## src/rtl/pwm_pkg.sv

```systemverilog
// Shared defaults and RPM-to-duty conversion for the multi-channel motor PWM.
package pwm_pkg;

    localparam int DEFAULT_PERIOD    = 100;
    localparam int DEFAULT_RPM_MIN   = 500;
    localparam int DEFAULT_RPM_SHIFT = 6;
    localparam int DEFAULT_DUTY_MAX  = 90;
    localparam int DEFAULT_DUTY_W    = $clog2(DEFAULT_PERIOD + 1);

    // Commands at or below rpm_min give zero duty, so the subtraction never wraps.
    function automatic logic [31:0] rpm_to_duty(
        input logic [31:0] rpm_val,
        input logic [31:0] rpm_min,
        input int unsigned shift,
        input logic [31:0] duty_max
    );
        logic [31:0] scaled;
        if (rpm_val <= rpm_min) begin
            return 32'd0;
        end
        scaled = (rpm_val - rpm_min) >> shift;
        return (scaled > duty_max) ? duty_max : scaled;
    endfunction

endpackage

```

## src/rtl/pwm_multi_channel.sv

```systemverilog
// One motor lane: double-buffered duty (pending/active), optional slew, output compare.
// Slew limiting is compiled in with `define PWM_SLEW_EN.
module pwm_channel
    import pwm_pkg::*;
#(
    parameter int RPM_W     = 16,
    parameter int PERIOD    = DEFAULT_PERIOD,
    parameter int RPM_MIN   = DEFAULT_RPM_MIN,
    parameter int RPM_SHIFT = DEFAULT_RPM_SHIFT,
    parameter int DUTY_MAX  = DEFAULT_DUTY_MAX,
    parameter int SLEW_STEP = 5,
    parameter int PHASE_W   = $clog2(PERIOD)
) (
    input  logic               clk,
    input  logic               reset,
    input  logic               enable,
    input  logic               load,
    input  logic               boundary,
    input  logic [RPM_W-1:0]   rpm_cmd,
    input  logic [PHASE_W-1:0] phase,
    output logic               pwm_out
);

    localparam int DUTY_W = $clog2(PERIOD + 1);

    logic [DUTY_W-1:0] duty_conv;
    logic [DUTY_W-1:0] pending_reg;
    logic [DUTY_W-1:0] active_reg;
    logic [DUTY_W-1:0] active_next;
    logic              pwm_reg;

    assign duty_conv = DUTY_W'(rpm_to_duty(32'(rpm_cmd), 32'(RPM_MIN), RPM_SHIFT, 32'(DUTY_MAX)));

`ifdef PWM_SLEW_EN
    // Step toward pending by at most SLEW_STEP; compare at 32 bits so the sum cannot wrap.
    always_comb begin
        active_next = pending_reg;
        if (32'(pending_reg) > 32'(active_reg) + 32'(SLEW_STEP)) begin
            active_next = active_reg + DUTY_W'(SLEW_STEP);
        end else if (32'(active_reg) > 32'(pending_reg) + 32'(SLEW_STEP)) begin
            active_next = active_reg - DUTY_W'(SLEW_STEP);
        end
    end
`else
    logic [31:0] unused_slew_step;
    assign unused_slew_step = 32'(SLEW_STEP);

    always_comb begin
        active_next = pending_reg;
    end
`endif

    always_ff @(posedge clk) begin
        if (reset) begin
            pending_reg <= '0;
            active_reg  <= '0;
            pwm_reg     <= 1'b0;
        end else begin
            if (load) begin
                pending_reg <= duty_conv;
            end
            // Disarm wins over a boundary so re-arming always starts from zero duty.
            if (!enable) begin
                active_reg <= '0;
            end else if (boundary) begin
                active_reg <= active_next;
            end
            pwm_reg <= enable && (DUTY_W'(phase) < active_reg);
        end
    end

    assign pwm_out = pwm_reg;

endmodule

```

## src/rtl/pwm_multi.sv

```systemverilog
// Multi-channel motor PWM: shared prescaler/phase counter, one pwm_channel per motor.
// Optional feature macro: PWM_SLEW_EN (per-period duty slew limiting in each channel).
module pwm_multi
    import pwm_pkg::*;
#(
    parameter int NUM_CH    = 4,
    parameter int RPM_W     = 16,
    parameter int PERIOD    = DEFAULT_PERIOD,
    parameter int PRESCALE  = 25,
    parameter int RPM_MIN   = DEFAULT_RPM_MIN,
    parameter int RPM_SHIFT = DEFAULT_RPM_SHIFT,
    parameter int DUTY_MAX  = DEFAULT_DUTY_MAX,
    parameter int SLEW_STEP = 5
) (
    input  logic                    clk,
    input  logic                    reset,
    input  logic                    enable,
    input  logic                    rpm_load,
    input  logic [NUM_CH*RPM_W-1:0] rpm,
    output logic [NUM_CH-1:0]       mot_pwm,
    output logic                    period_start
);

    localparam int PRE_W   = $clog2(PRESCALE + 1);
    localparam int PHASE_W = $clog2(PERIOD);

    logic [PRE_W-1:0]   pre_reg;
    logic [PHASE_W-1:0] phase_reg;
    logic               period_start_reg;
    logic               tick;
    logic               boundary;

    assign tick     = (pre_reg == PRE_W'(PRESCALE - 1));
    assign boundary = tick && (phase_reg == PHASE_W'(PERIOD - 1));

    always_ff @(posedge clk) begin
        if (reset) begin
            pre_reg          <= '0;
            phase_reg        <= '0;
            period_start_reg <= 1'b0;
        end else begin
            pre_reg <= tick ? '0 : pre_reg + 1'b1;
            if (tick) begin
                phase_reg <= boundary ? '0 : phase_reg + 1'b1;
            end
            period_start_reg <= boundary;
        end
    end

    assign period_start = period_start_reg;

    generate
        for (genvar gi = 0; gi < NUM_CH; gi++) begin : g_ch
            pwm_channel #(
                .RPM_W    (RPM_W),
                .PERIOD   (PERIOD),
                .RPM_MIN  (RPM_MIN),
                .RPM_SHIFT(RPM_SHIFT),
                .DUTY_MAX (DUTY_MAX),
                .SLEW_STEP(SLEW_STEP),
                .PHASE_W  (PHASE_W)
            ) u_ch (
                .clk     (clk),
                .reset   (reset),
                .enable  (enable),
                .load    (rpm_load),
                .boundary(boundary),
                .rpm_cmd (rpm[gi*RPM_W +: RPM_W]),
                .phase   (phase_reg),
                .pwm_out (mot_pwm[gi])
            );
        end
    endgenerate

endmodule

```

## config.mk

```make
export PLATFORM = sky130hd
export DESIGN_NAME = pwm_multi
export DESIGN_NICKNAME = d
export VERILOG_FILES = /design/src/rtl/pwm_pkg.sv /design/src/rtl/pwm_multi_channel.sv /design/src/rtl/pwm_multi.sv
export SDC_FILE = /design/constraint.sdc
export NUM_CORES = 1
export LEC_CHECK = 0
export BUFFER_PORTS_ARGS = -buffer_cell sky130_fd_sc_hd__buf_2
export CAP_MARGIN = 20
export CORE_MARGIN = 5
export CORE_UTILIZATION = 50
export CTS_BUF_LIST = sky130_fd_sc_hd__clkbuf_16
export DETAILED_ROUTE_END_ITERATION = 7
export PLACE_DENSITY = 0.72
export REMOVE_ABC_BUFFERS = 1
export SYNTH_ARGS = -nofsm -noshare
export SYNTH_HDL_FRONTEND = slang
export SYNTH_HIERARCHICAL = 1
export SYNTH_SLANG_ARGS = --single-unit
```

## constraint.sdc

```tcl
create_clock -name clk -period 1.95 [get_ports clk]
set_clock_uncertainty 0.1 [all_clocks]
set_input_delay 0.195 -clock clk [delete_from_list [all_inputs] [get_ports clk]]
set_output_delay 0.195 -clock clk [all_outputs]
set_load 0.02 [all_outputs]
```

## Word level (Yosys, flattened, before mapping)

Cells that the tools add are included.

- Bits of input ports: 68
- Flip-flop bits (word level): 73

- Bitwise gates (word level): 1
- Multiplexer cells: 17
- Order comparisons: 12
- Reduce and logical (&&, ||, !) cells: 7
- Equality and inequality tests: 2
- Add/sub/neg operators: 6

Operators by type and width:

| cell | count |
|---|---|
| $gt 26x7->1 const B | 4 |
| $mux 7 | 13 |
| $sub 16x9->17 const B | 4 |
| $le 16x9->1 const B | 4 |
| $lt 7x7->1 | 4 |
| $add 7x1->7 const B | 1 |
| $eq 7x7->1 const B | 1 |
| $add 5x1->5 const B | 1 |
| $eq 5x5->1 const B | 1 |
| $logic_and 1x1->1 | 5 |
| $mux 1 | 4 |
| $reduce_or 2->1 | 2 |
| $not 1->1 | 1 |

## Longest topological paths before layout

- Depth after elaboration: 4
- Depth in mapped cells: 7

## Modules after synthesis

The synthesis kept the hierarchy.

Modules (own cells, without submodules):

| module | area an instance (um^2) | seq. area each (um^2) | cells each | instances |
|---|---|---|---|---|
| pwm_channel | 874.6 | 300.3 | 100 | 4 |
| pwm_multi | 605.6 | 260.2 | 66 | 1 |

## Worst setup path after synthesis

OpenSTA, ideal clock, no wires.

- Kind: reg-to-reg
- Start point: register phase_reg[2]
- End point: register g_ch[0].u_ch.active_reg[0]
- Cell stages (with the launch flop): 6
- Data arrival time: 1678 ps
- Required time: 1729 ps
- Setup slack: 50 ps
- Library setup time: 121 ps
- Period minus slack after synthesis: 1900 ps
- Path buffers: 1
- Path through: dfxtp_1 > nor4b_1 > and4_1 > clkbuf_1 > mux2i_1 > nor2_1

- Longest elaborated chain between the ends: 2

RTL lines:

| what | RTL line | source |
|---|---|---|
| start, declared | pwm_multi.sv:28 | `logic [PHASE_W-1:0] phase_reg;` |
| start signal, assigned | pwm_multi.sv:44 | `phase_reg <= boundary ? '0 : phase_reg + 1'b1;` |
| $eq 7x7->1 | pwm_multi.sv:34 | `assign boundary = tick && (phase_reg == PHASE_W'(PERIOD - 1));` |
| $logic_and 1x1->1 | pwm_multi.sv:34 |  |
| via boundary | pwm_multi.sv:31 | `logic boundary;` |
| end signal, assigned | pwm_multi_channel.sv:66 | `active_reg <= active_next;` |
| end, declared | pwm_multi_channel.sv:28 | `logic [DUTY_W-1:0] active_reg;` |

The timed path passes the listed nets, and every way through them passes these cells.
A chain may end at the register's enable or synchronous reset.

## Worst setup path after layout

- Start point: register pre_reg[0]
- End point: register g_ch[3].u_ch.active_reg[0]

- Longest elaborated chain between the ends: 2

RTL lines:

| what | RTL line | source |
|---|---|---|
| start, declared | pwm_multi.sv:27 | `logic [PRE_W-1:0] pre_reg;` |
| start signal, assigned | pwm_multi.sv:42 | `pre_reg <= tick ? '0 : pre_reg + 1'b1;` |
| $eq 5x5->1 | pwm_multi.sv:33 | `assign tick = (pre_reg == PRE_W'(PRESCALE - 1));` |
| $logic_and 1x1->1 | pwm_multi.sv:34 |  |
| via boundary | pwm_multi.sv:31 |  |
| end signal, assigned | pwm_multi_channel.sv:66 |  |
| end, declared | pwm_multi_channel.sv:28 |  |

The timed path passes the listed nets, and every way through them passes these cells.

==> results.json <==
{
  "slew_headroom": 0.613,
  "wl_per_cell_um": 13.8,
  "cts_tree": "yes",
  "io_pins": 73,
  "cts_buffers": 9,
  "gp_congestion": 0.899,
  "nets": 654,
  "seqPwrFrac": 0.465,
  "synth.most_common_cell": "dfxtp_1",
  "drc": 0,
  "drt_iter0_drc": 150,
  "seqCellArea_um2": 1460,
  "rr_worst_depth": 7,
  "totalWireLength_mm": 9.26,
  "fillers": 725,
  "setup.worst_path.start_class": "register",
  "post-route-min-period_ns": 1.82,
  "total_power_mw": 3.32,
  "ys_warn_count": 6,
  "syn2layout_area_growth_pct": 21.5,
  "rsz0062_at_grt": "false",
  "root_buffer": "clkbuf_16",
  "setup_viol": 0,
  "synth_area_um2": 4100,
  "clk_latency_ns": 0.32,
  "multi_input_area_um2": 2440,
  "whs_path_depth": 3,
  "drive_gt1_frac": 0.211,
  "syn_avg_cell_area_um2": 8.81,
  "cts.sinks": 73,
  "initial_core_util": 0.507,
  "fp.dieW_um": 101,
  "post-route-period-util": 0.932,
  "synthTopCellsByArea": "dfxtp_1, ha_1, mux2i_1",
  "switching_share": 0.241,
  "port_buffers": 72,
  "antenna_cells": 0,
  "power.density_nw_per_um2": 666,
  "status": "complete, no violations",
  "synth_top_area_frac": 0.356,
  "synth.distinct_cells": 42,
  "tightest_slew_ns": 0.577,
  "crit_arrival_ns": 1.92,
  "vias_per_cell": 5.65,
  "antenna_left": 0,
  "grt_pass1_vias": 3740,
  "die_h_um": 101,
  "antenna_found_initial": 0,
  "synth_edf_count": 0,
  "num_rows": 33,
  "maxCapViolations": 0,
  "min_to": "g_ch[2].u_ch/active_next[6]$_SDFFE_PP0P_",
  "gr-usage-all-layers": 0.191,
  "cp_max_fo": 15,
  "clockBufferDepth": 2,
  "whs_ns": 0.101,
  "critPathLaunch": "pre_reg[0]$_SDFF_PP0_",
  "hold_path.class": "in2reg",
  "clkSlewWorstSetupHoldPaths_ns": 0.05,
  "synth_seq_cells": 73,
  "rr_startpoint": "pre_reg[0]$_SDFF_PP0_",
  "reg2reg_to": "g_ch[3].u_ch/active_reg[0]$_SDFFE_PP0P_",
  "hold_path_startpoint": "rpm[44]",
  "required_ns": 2.05,
  "async_reset_ff_frac": 0,
  "timing.fmax_ghz": 0.550,
  "yosysTopAreaCell": "dfxtp_1",
  "synth_ff_type": "dfxtp_1",
  "p_int_mw": 2.52,
  "worst-r2r-setup-slack_ns": 0.13,
  "ctsHoldBuffers": 0,
  "power.switching_uw": 802,
  "gr-total-overflow": 0,
  "synth_common_cells": "dfxtp_1, nor2_1, inv_1",
  "hpwl_mm": 7.10,
  "end_kind": "register",
  "dieArea_um2": 10100,
  "via_count": 3782,
  "grt_max_degree": 17,
  "drv_slew": 0,
  "max-vdd-ir-drop_mv": 0.408,
  "dr.pass1.iters": 4,
  "worstSetupPathType": "reg2reg",
  "p_leak_nw": 1.99,
  "htree_levels": 3,
  "combPwrFrac": 0.103,
  "core_um2": 8090,
  "power_frac_clock": 0.431,
  "yosysSeqAreaShare": 0.356,
  "grt_pass1_wl_mm": 16.1,
  "hold_violations": 0,
  "netlist_instances": 466
}
layout make-up:
class                           count  area share
Clock inverter                      7     0.00753
Tap cell                          105      0.0263
Clock buffer                        9      0.0452
Timing Repair Buffer               91       0.106
Sequential cell                    73       0.293
Inverter                           44      0.0331
Multi-Input combinational cell    340       0.489
logic make-up (layout without fill, tap and decap cells):
logic type,after synthesis,count (layout),share of synthesized area
multiplexers,28,28,0.0683
buffers and inverters,53,151,0.0500
AO/OA/AOI/OAI,121,121,0.213
XOR/XNOR,18,18,0.0384
adder cells (fa/ha/maj),27,27,0.0823
AND/OR/NAND/NOR,146,146,0.191
flip-flops,73,73,0.356
critical path: stages (launching register included):
cell and delay (ns):
dfxtp_1 0.33, inv_1 0.06, ha_1 0.17, and4b_2 0.27, and4_2 0.30, buf_12 0.18, mux2i_1 0.23, nor2_1 0.05
layout by cell type (no fill, tap or decap), drive strengths merged, types with 6 or more instances in the layout:
master,netlist,routed
a21oi,28,28
ha,27,27
clkbuf,4,9
or4,6,6
a32o,12,12
a31oi,12,12
o21ai,21,21
nor2,48,48
buf,5,91
nor3,12,12
nand2b,13,13
mux2i,28,28
nand2,30,30
xnor2,13,13
nand3,11,11
dfxtp,73,73
inv,44,44
a221o,8,8
worst max-delay path by stage:
stage | end | cells after the start
6_report | g_ch[3].u_ch/active_reg[0]$_SDFFE_PP0P_ | 7
5_1_grt | g_ch[1].u_ch/active_reg[2]$_SDFFE_PP0P_ | 7
4_1_cts | g_ch[3].u_ch/active_reg[0]$_SDFFE_PP0P_ | 7
3_5_place_dp | g_ch[3].u_ch/active_next[4]$_SDFFE_PP0P_ | 6
3_3_place_gp | g_ch[0].u_ch/active_next[4]$_SDFFE_PP0P_ | 6
2_1_floorplan | g_ch[0].u_ch/active_reg[0]$_SDFFE_PP0P_ | 4
power by group through the flow:
stage	Sequential, mW	Clock [mW]	Combinational, mW
2_1_floorplan	1.57	0	0.171
3_3_place_gp	1.58	0	0.331
3_5_place_dp	1.58	0	0.342
4_1_cts	1.55	1.46	0.344
5_1_grt	1.55	1.52	0.385
6_report	1.55	1.43	0.343
metrics by stage:
step	setup TNS (ns)	instance area [um2]	setup WS (ns)	std cells	util
5_1_grt	0	4990	0.0111	669	0.616
3_5_place_dp	0	4720	0.0966	653	0.584
4_1_cts	0	4990	0.0742	669	0.616
2_1_floorplan	-13.57	4060	-0.473	457	-
6_report	0	4990	0.133	669	0.616
3_3_place_gp	0	4720	0.131	653	0.584
routing by layer:
layer	share of wire	up-vias	GRT usage
li1	-	1907	-
met1	0.46	1777	0.245
met2	0.48	86	0.327
met3	0.044	12	0.0291
met4	0.010	0	0.0642
met5	0	-	0
timing repair:
item	4_1_cts	5_1_grt
gates resized for setup	0	1
setup endpoints to repair	0	7
buffers inserted	0	0
Note: power is estimated with default switching activity, not from simulation.
